$ cat config.mk
export PLATFORM = sky130hd
export DESIGN_NAME = mem_stall_ctrl
export DESIGN_NICKNAME = d
export VERILOG_FILES = /design/src/rtl/mem_stall_ctrl.sv
export SDC_FILE = /design/constraint.sdc
export NUM_CORES = 1
export LEC_CHECK = 0
export ABC_AREA = 1
export CORE_ASPECT_RATIO = 1.75
export CORE_MARGIN = 2
export CORE_UTILIZATION = 37
export CTS_CLUSTER_SIZE = 25
export DETAILED_ROUTE_END_ITERATION = 10
export GPL_TIMING_DRIVEN = 0
export PLACE_DENSITY = 0.81
export SYNTH_ARGS = -nofsm -noshare
export SYNTH_HDL_FRONTEND = slang
export SYNTH_SLANG_ARGS = --single-unit
$ cat constraint.sdc
create_clock -name clk_i -period 1.35 [get_ports clk_i]
set_input_delay 0.135 -clock clk_i [delete_from_list [all_inputs] [get_ports clk_i]]
set_output_delay 0.135 -clock clk_i [all_outputs]
set_load 0.01 [all_outputs]
$ cat src/rtl/mem_stall_ctrl.sv
// -----------------------------------------------------------------------------
// mem_stall_ctrl
//
// Sequences MEM-stage data accesses against a variable-latency memory that uses
// a req/ack handshake. While an access is outstanding the pipeline is frozen
// (stall_o) and a bubble is forced into MEM/WB (wb_bubble_o), so a load or
// store is written back exactly once. Load data is captured for writeback.
// A saturating stall-cycle counter and a sticky timeout flag are also kept.
//
// Ports
//   clk_i        in   clock, all state on rising edge
//   rst_i        in   synchronous active-high reset
//   MemRead_i    in   MEM-stage load request
//   MemWrite_i   in   MEM-stage store request (wins over MemRead_i)
//   addr_i       in   MEM-stage byte address
//   wdata_i      in   MEM-stage store data
//   mem_ack_i    in   memory completion strobe (meaningful only in REQ)
//   mem_rdata_i  in   memory read data, valid with mem_ack_i
//   mem_req_o    out  memory request (registered)
//   mem_we_o     out  1 = write (registered)
//   mem_addr_o   out  latched address (registered)
//   mem_wdata_o  out  latched store data (registered)
//   stall_o      out  freeze PC/IF_ID/ID_EX/EX_MEM (combinational)
//   wb_bubble_o  out  zero MEM_WB RegWrite/MemtoReg, identical to stall_o
//   rdata_o      out  last load data (registered)
//   err_o        out  sticky timeout flag
//   stall_cnt_o  out  saturating count of cycles with stall_o = 1
// -----------------------------------------------------------------------------
module mem_stall_ctrl #(
    parameter int TIMEOUT = 64,
    parameter int CNT_W   = 16
) (
    input  logic             clk_i,
    input  logic             rst_i,
    input  logic             MemRead_i,
    input  logic             MemWrite_i,
    input  logic [31:0]      addr_i,
    input  logic [31:0]      wdata_i,
    input  logic             mem_ack_i,
    input  logic [31:0]      mem_rdata_i,
    output logic             mem_req_o,
    output logic             mem_we_o,
    output logic [31:0]      mem_addr_o,
    output logic [31:0]      mem_wdata_o,
    output logic             stall_o,
    output logic             wb_bubble_o,
    output logic [31:0]      rdata_o,
    output logic             err_o,
    output logic [CNT_W-1:0] stall_cnt_o
);

    typedef enum logic [1:0] {
        S_IDLE = 2'd0,
        S_REQ  = 2'd1,
        S_DONE = 2'd2
    } state_t;

    // Timeout counter holds 0..TIMEOUT-1; keep it at least one bit wide.
    localparam int TMO_W = ($clog2(TIMEOUT) < 1) ? 1 : $clog2(TIMEOUT);
    localparam logic [TMO_W-1:0] TMO_LAST = TMO_W'(TIMEOUT - 1);
    localparam logic [CNT_W-1:0] CNT_MAX  = '1;

    state_t             r_state;
    logic               r_req;
    logic               r_we;
    logic [31:0]        r_addr;
    logic [31:0]        r_wdata;
    logic [31:0]        r_rdata;
    logic               r_err;
    logic [TMO_W-1:0]   r_tmo;
    logic [CNT_W-1:0]   r_cnt;

    state_t             w_state_nxt;
    logic               w_req_nxt;
    logic               w_we_nxt;
    logic [31:0]        w_addr_nxt;
    logic [31:0]        w_wdata_nxt;
    logic [31:0]        w_rdata_nxt;
    logic               w_err_nxt;
    logic [TMO_W-1:0]   w_tmo_nxt;
    logic               w_access;
    logic               w_stall;

    // State register and all registered outputs.
    always_ff @(posedge clk_i) begin
        if (rst_i) begin
            r_state <= S_IDLE;
            r_req   <= 1'b0;
            r_we    <= 1'b0;
            r_addr  <= '0;
            r_wdata <= '0;
            r_rdata <= '0;
            r_err   <= 1'b0;
            r_tmo   <= '0;
            r_cnt   <= '0;
        end else begin
            r_state <= w_state_nxt;
            r_req   <= w_req_nxt;
            r_we    <= w_we_nxt;
            r_addr  <= w_addr_nxt;
            r_wdata <= w_wdata_nxt;
            r_rdata <= w_rdata_nxt;
            r_err   <= w_err_nxt;
            r_tmo   <= w_tmo_nxt;
            // Saturate rather than wrap so a long stall never looks short.
            if (w_stall && (r_cnt != CNT_MAX)) begin
                r_cnt <= r_cnt + CNT_W'(1);
            end
        end
    end

    // Next-state and stall decode.
    always_comb begin
        w_access    = MemRead_i | MemWrite_i;
        w_state_nxt = r_state;
        w_req_nxt   = r_req;
        w_we_nxt    = r_we;
        w_addr_nxt  = r_addr;
        w_wdata_nxt = r_wdata;
        w_rdata_nxt = r_rdata;
        w_err_nxt   = r_err;
        w_tmo_nxt   = r_tmo;
        w_stall     = 1'b0;

        case (r_state)
            S_IDLE: begin
                // mem_ack_i is deliberately ignored here: a late ack from an
                // access aborted by reset must not leak into rdata_o.
                if (w_access) begin
                    w_stall     = 1'b1;
                    w_req_nxt   = 1'b1;
                    w_we_nxt    = MemWrite_i;
                    w_addr_nxt  = addr_i;
                    w_wdata_nxt = wdata_i;
                    w_tmo_nxt   = '0;
                    w_state_nxt = S_REQ;
                end
            end

            S_REQ: begin
                w_stall = 1'b1;
                if (mem_ack_i) begin
                    w_req_nxt = 1'b0;
                    if (!r_we) begin
                        w_rdata_nxt = mem_rdata_i;
                    end
                    w_tmo_nxt   = '0;
                    w_state_nxt = S_DONE;
                end else if (r_tmo == TMO_LAST) begin
                    // Abort: release the pipeline with zero load data.
                    w_req_nxt   = 1'b0;
                    w_err_nxt   = 1'b1;
                    w_rdata_nxt = '0;
                    w_tmo_nxt   = '0;
                    w_state_nxt = S_DONE;
                end else begin
                    w_tmo_nxt = r_tmo + TMO_W'(1);
                end
            end

            S_DONE: begin
                // The finished access is still on the MEM inputs this cycle;
                // never restart it. The next instruction arrives on this edge.
                w_state_nxt = S_IDLE;
            end

            default: begin
                w_state_nxt = S_IDLE;
            end
        endcase
    end

    assign stall_o     = w_stall;
    assign wb_bubble_o = w_stall;
    assign mem_req_o   = r_req;
    assign mem_we_o    = r_we;
    assign mem_addr_o  = r_addr;
    assign mem_wdata_o = r_wdata;
    assign rdata_o     = r_rdata;
    assign err_o       = r_err;
    assign stall_cnt_o = r_cnt;

endmodule

==> impl_metrics.tcl <==
set metrics [dict create \
    setup_violations 53 \
    violations "negative setup slack" \
    place_hpwl_um 10700 \
    min_period_ns 1.50 \
    drc 0 \
    syn_area_mm2 0.00472 \
    ctsHoldBuffers 0 \
    grt_pass1_wl_um 24500 \
    final.setup.tns_ns -4.57 \
    vias 5260 \
    rows 54 \
    cts_tree "built" \
    ys_seq_elements 123 \
    multi_input_area_mm2 0.00262 \
    antenna_found_initial 0 \
    ys_types 28 \
    p_per_area_mw_per_mm2 1280 \
    layout.area.seq_mm2 0.00251 \
    slew_viol_final 0 \
    max_freq_ghz 0.666 \
    wirelength_um 18000 \
    gp_congestion 0.837 \
    die_area_mm2 0.0137 \
    cp_data_required_time_ns 1.67 \
    crit_type "register to register" \
    postSynthNetCount 730 \
    hold_viol_final 0 \
    min-delay-path-class "input port to register" \
    dp_slack_ns -0.426 \
    dpl_cell_area_mm2 0.00712 \
    diodes 0 \
    utilization_pct 70.3 \
    ys_warn_count 0 \
    die_y_um 153 \
    grtUsageTotal_pct 23.1 \
    drtIter0Drc 227 \
    clkTransAtPathRegs_ns 0.06 \
    grt_overflow 0 \
    worstPathArrival_ns 1.82 \
    ant_nets 0 \
    grt_max_degree 17 \
    fin_nets 998 \
    crit_path_end_kind "register" \
    io_pins 218 \
    vias_per_cell 4.89 \
    rsz0062_at_grt "true" \
    startpoint_type "register" \
    outcome "finished, violations left" \
    h-tree-depth 4 \
    leakagePower_nw 3.86 \
    max_cap_viol_count 0 \
    fin_hold_ws_ns 0.279 \
    synth_cells 627 \
    numCtsBuffers 17 \
    layout-drive-gt1-share_pct 27.2 \
    synth_area_leaders "dfxtp_1 (52%), nor2_1 (12%), nand2_1 (10%)" \
    stdcell_area_mm2 0.00874 \
    cts_sinks 123 \
    worstMarginPinSlew_ns 0.784 \
    start_util_pct 37.9 \
    finalCritPeriodShare_pct 111 \
    core_area_mm2 0.0124 \
    ys_seq_area_share_pct 52.2 \
    insertion_delay_ns 0.42 \
    slew_headroom_pct 47.8 \
    die_width_um 89.3 \
    synth_area_per_cell_um2 7.52 \
    routedWlPerCell_um 16.8 \
    first_global_vias 5148 \
    area_delta_synth_final_pct 85.2 \
    skew_ns 0.00728 \
    synth_top_area_cell "dfxtp_1" \
    fin_ws_ns -0.152 \
    clock_path_buffers 2 \
    buffer_ports.inserted 216 \
    max-vdd-ir-drop_mv 1.04 \
    yosys.area.top_type_share_pct 52.2 \
    cp_max_fo 3 \
    first_pass_iters 5 \
    cts_root_buffer "clkbuf_16" \
    n_fill_cell 934 \
]
synth_stat cells:
cell / count
a21oi_1: 41
a21oi_2: 10
a31oi_1: 1
buf_1: 2
buf_2: 13
buf_4: 2
buf_6: 1
clkbuf_1: 18
dfxtp_1: 123
ha_1: 2
inv_1: 22
inv_2: 1
nand2_1: 128
nand2_2: 3
nand2_4: 1
nand3_1: 12
nand3b_1: 1
nand4_1: 6
nor2_1: 153
nor2_2: 4
nor2_4: 1
nor3_1: 2
nor3_2: 1
nor3b_1: 2
o21ai_0: 69
o21ai_2: 1
xnor2_1: 2
xor2_1: 5
worst max-delay path, stage by stage (launching register included):
cell,delay (ns)
dfxtp_4,0.36
ha_4,0.15
nand2_4,0.06
nor2_4,0.12
nand2_4,0.09
buf_4,0.14
inv_2,0.05
nand3_1,0.11
nand2_1,0.13
nor3b_1,0.20
cell usage in the layout, fill, tap and decap left out, drive strengths merged:
cell / instances
nor2: 158
nand2: 132
dfxtp: 123
dlygate4sd2: 115
clkdlybuf4s50: 99
o21ai: 70
a21oi: 51
buf: 51
clkbuf: 38
inv: 28
nand3: 12
nand4: 6
xor2: 5
bufinv: 4
clkinv: 4
nor3: 3
xnor2: 2
ha: 2
nor3b: 2
nand3b: 1
a31oi: 1
clkinvlp: 1
repair_timing:
| item | CTS | global route |
|---|---|---|
| buffers inserted | 20 | 5 |
| endpoints found under the hold margin | 0 | 0 |
| resized for setup | 266 | 149 |
| setup endpoints to repair | 216 | 115 |
| pin swaps | 15 | 21 |
| gates cloned | 5 | 3 |
flip-flops by register name, indices dropped and copies added (netlist names):
| register | count |
|---|---|
| mem_req_o | 1 |
| r_tmo | 6 |
| mem_we_o | 1 |
| rdata_o | 32 |
| r_state | 2 |
| err_o | 1 |
| stall_cnt_o | 16 |
| mem_wdata_o | 32 |
| mem_addr_o | 32 |
metrics by stage:
stage          std cells  total power, mW
2_1_floorplan        627             4.89
3_3_place_gp        1011             5.91
3_5_place_dp        1011             5.94
4_1_cts             1068             10.9
5_1_grt             1076             11.6
6_report            1076             11.2
power by group:
| part | switching, mW | internal [mW] | total, mW | leakage, nW |
|---|---|---|---|---|
| logic | 1.06 | 1.06 | 2.12 | 2.52 |
| registers | 0.176 | 3.90 | 4.08 | 1.02 |
| clock network | 1.79 | 3.18 | 4.97 | 0.312 |
final timing paths:
kind	from	endpoint	slack, ns	cells past startpoint
max	stall_cnt_o[1]$_SDFFE_PP0P_	stall_cnt_o[8]$_SDFFE_PP0P_	-0.15	9
min reg2reg	rdata_o[15]$_SDFFE_PP0P_	rdata_o[15]$_SDFFE_PP0P_	0.47	2
max reg2reg	stall_cnt_o[1]$_SDFFE_PP0P_	stall_cnt_o[8]$_SDFFE_PP0P_	-0.15	9
min	mem_rdata_i[18]	rdata_o[18]$_SDFFE_PP0P_	0.28	3
routing by layer:
layer | vias up | part of all wire (%) | track usage (%)
li1 | 2550 | - | -
met1 | 2420 | 34 | 21.3
met2 | 222 | 56 | 43.4
met3 | 68 | 5.6 | 5.51
met4 | 0 | 5.1 | 13.0
met5 | - | 0 | 0
layout make-up:
| cell class | count | area share [%] |
|---|---|---|
| Timing Repair Buffer | 249 | 26.8 |
| Inverter | 23 | 1.10 |
| Sequential cell | 123 | 28.7 |
| Tap cell | 168 | 2.41 |
| Buffer | 36 | 3.58 |
| Clock buffer | 18 | 5.03 |
| Clock inverter | 14 | 2.36 |
| Multi-Input combinational cell | 445 | 30.0 |
kinds of logic (layout without fill, tap and decap cells):
group,count (synthesis),count (layout),share of synthesized area (%)
flops,123,123,52.2
xor+xnor,7,7,1.30
compound gates,122,122,13.8
fa+ha+maj,2,2,0.531
simple gates,314,314,26.7
buf+inv,59,340,5.36
Note: power is estimated with default switching activity, not from simulation.
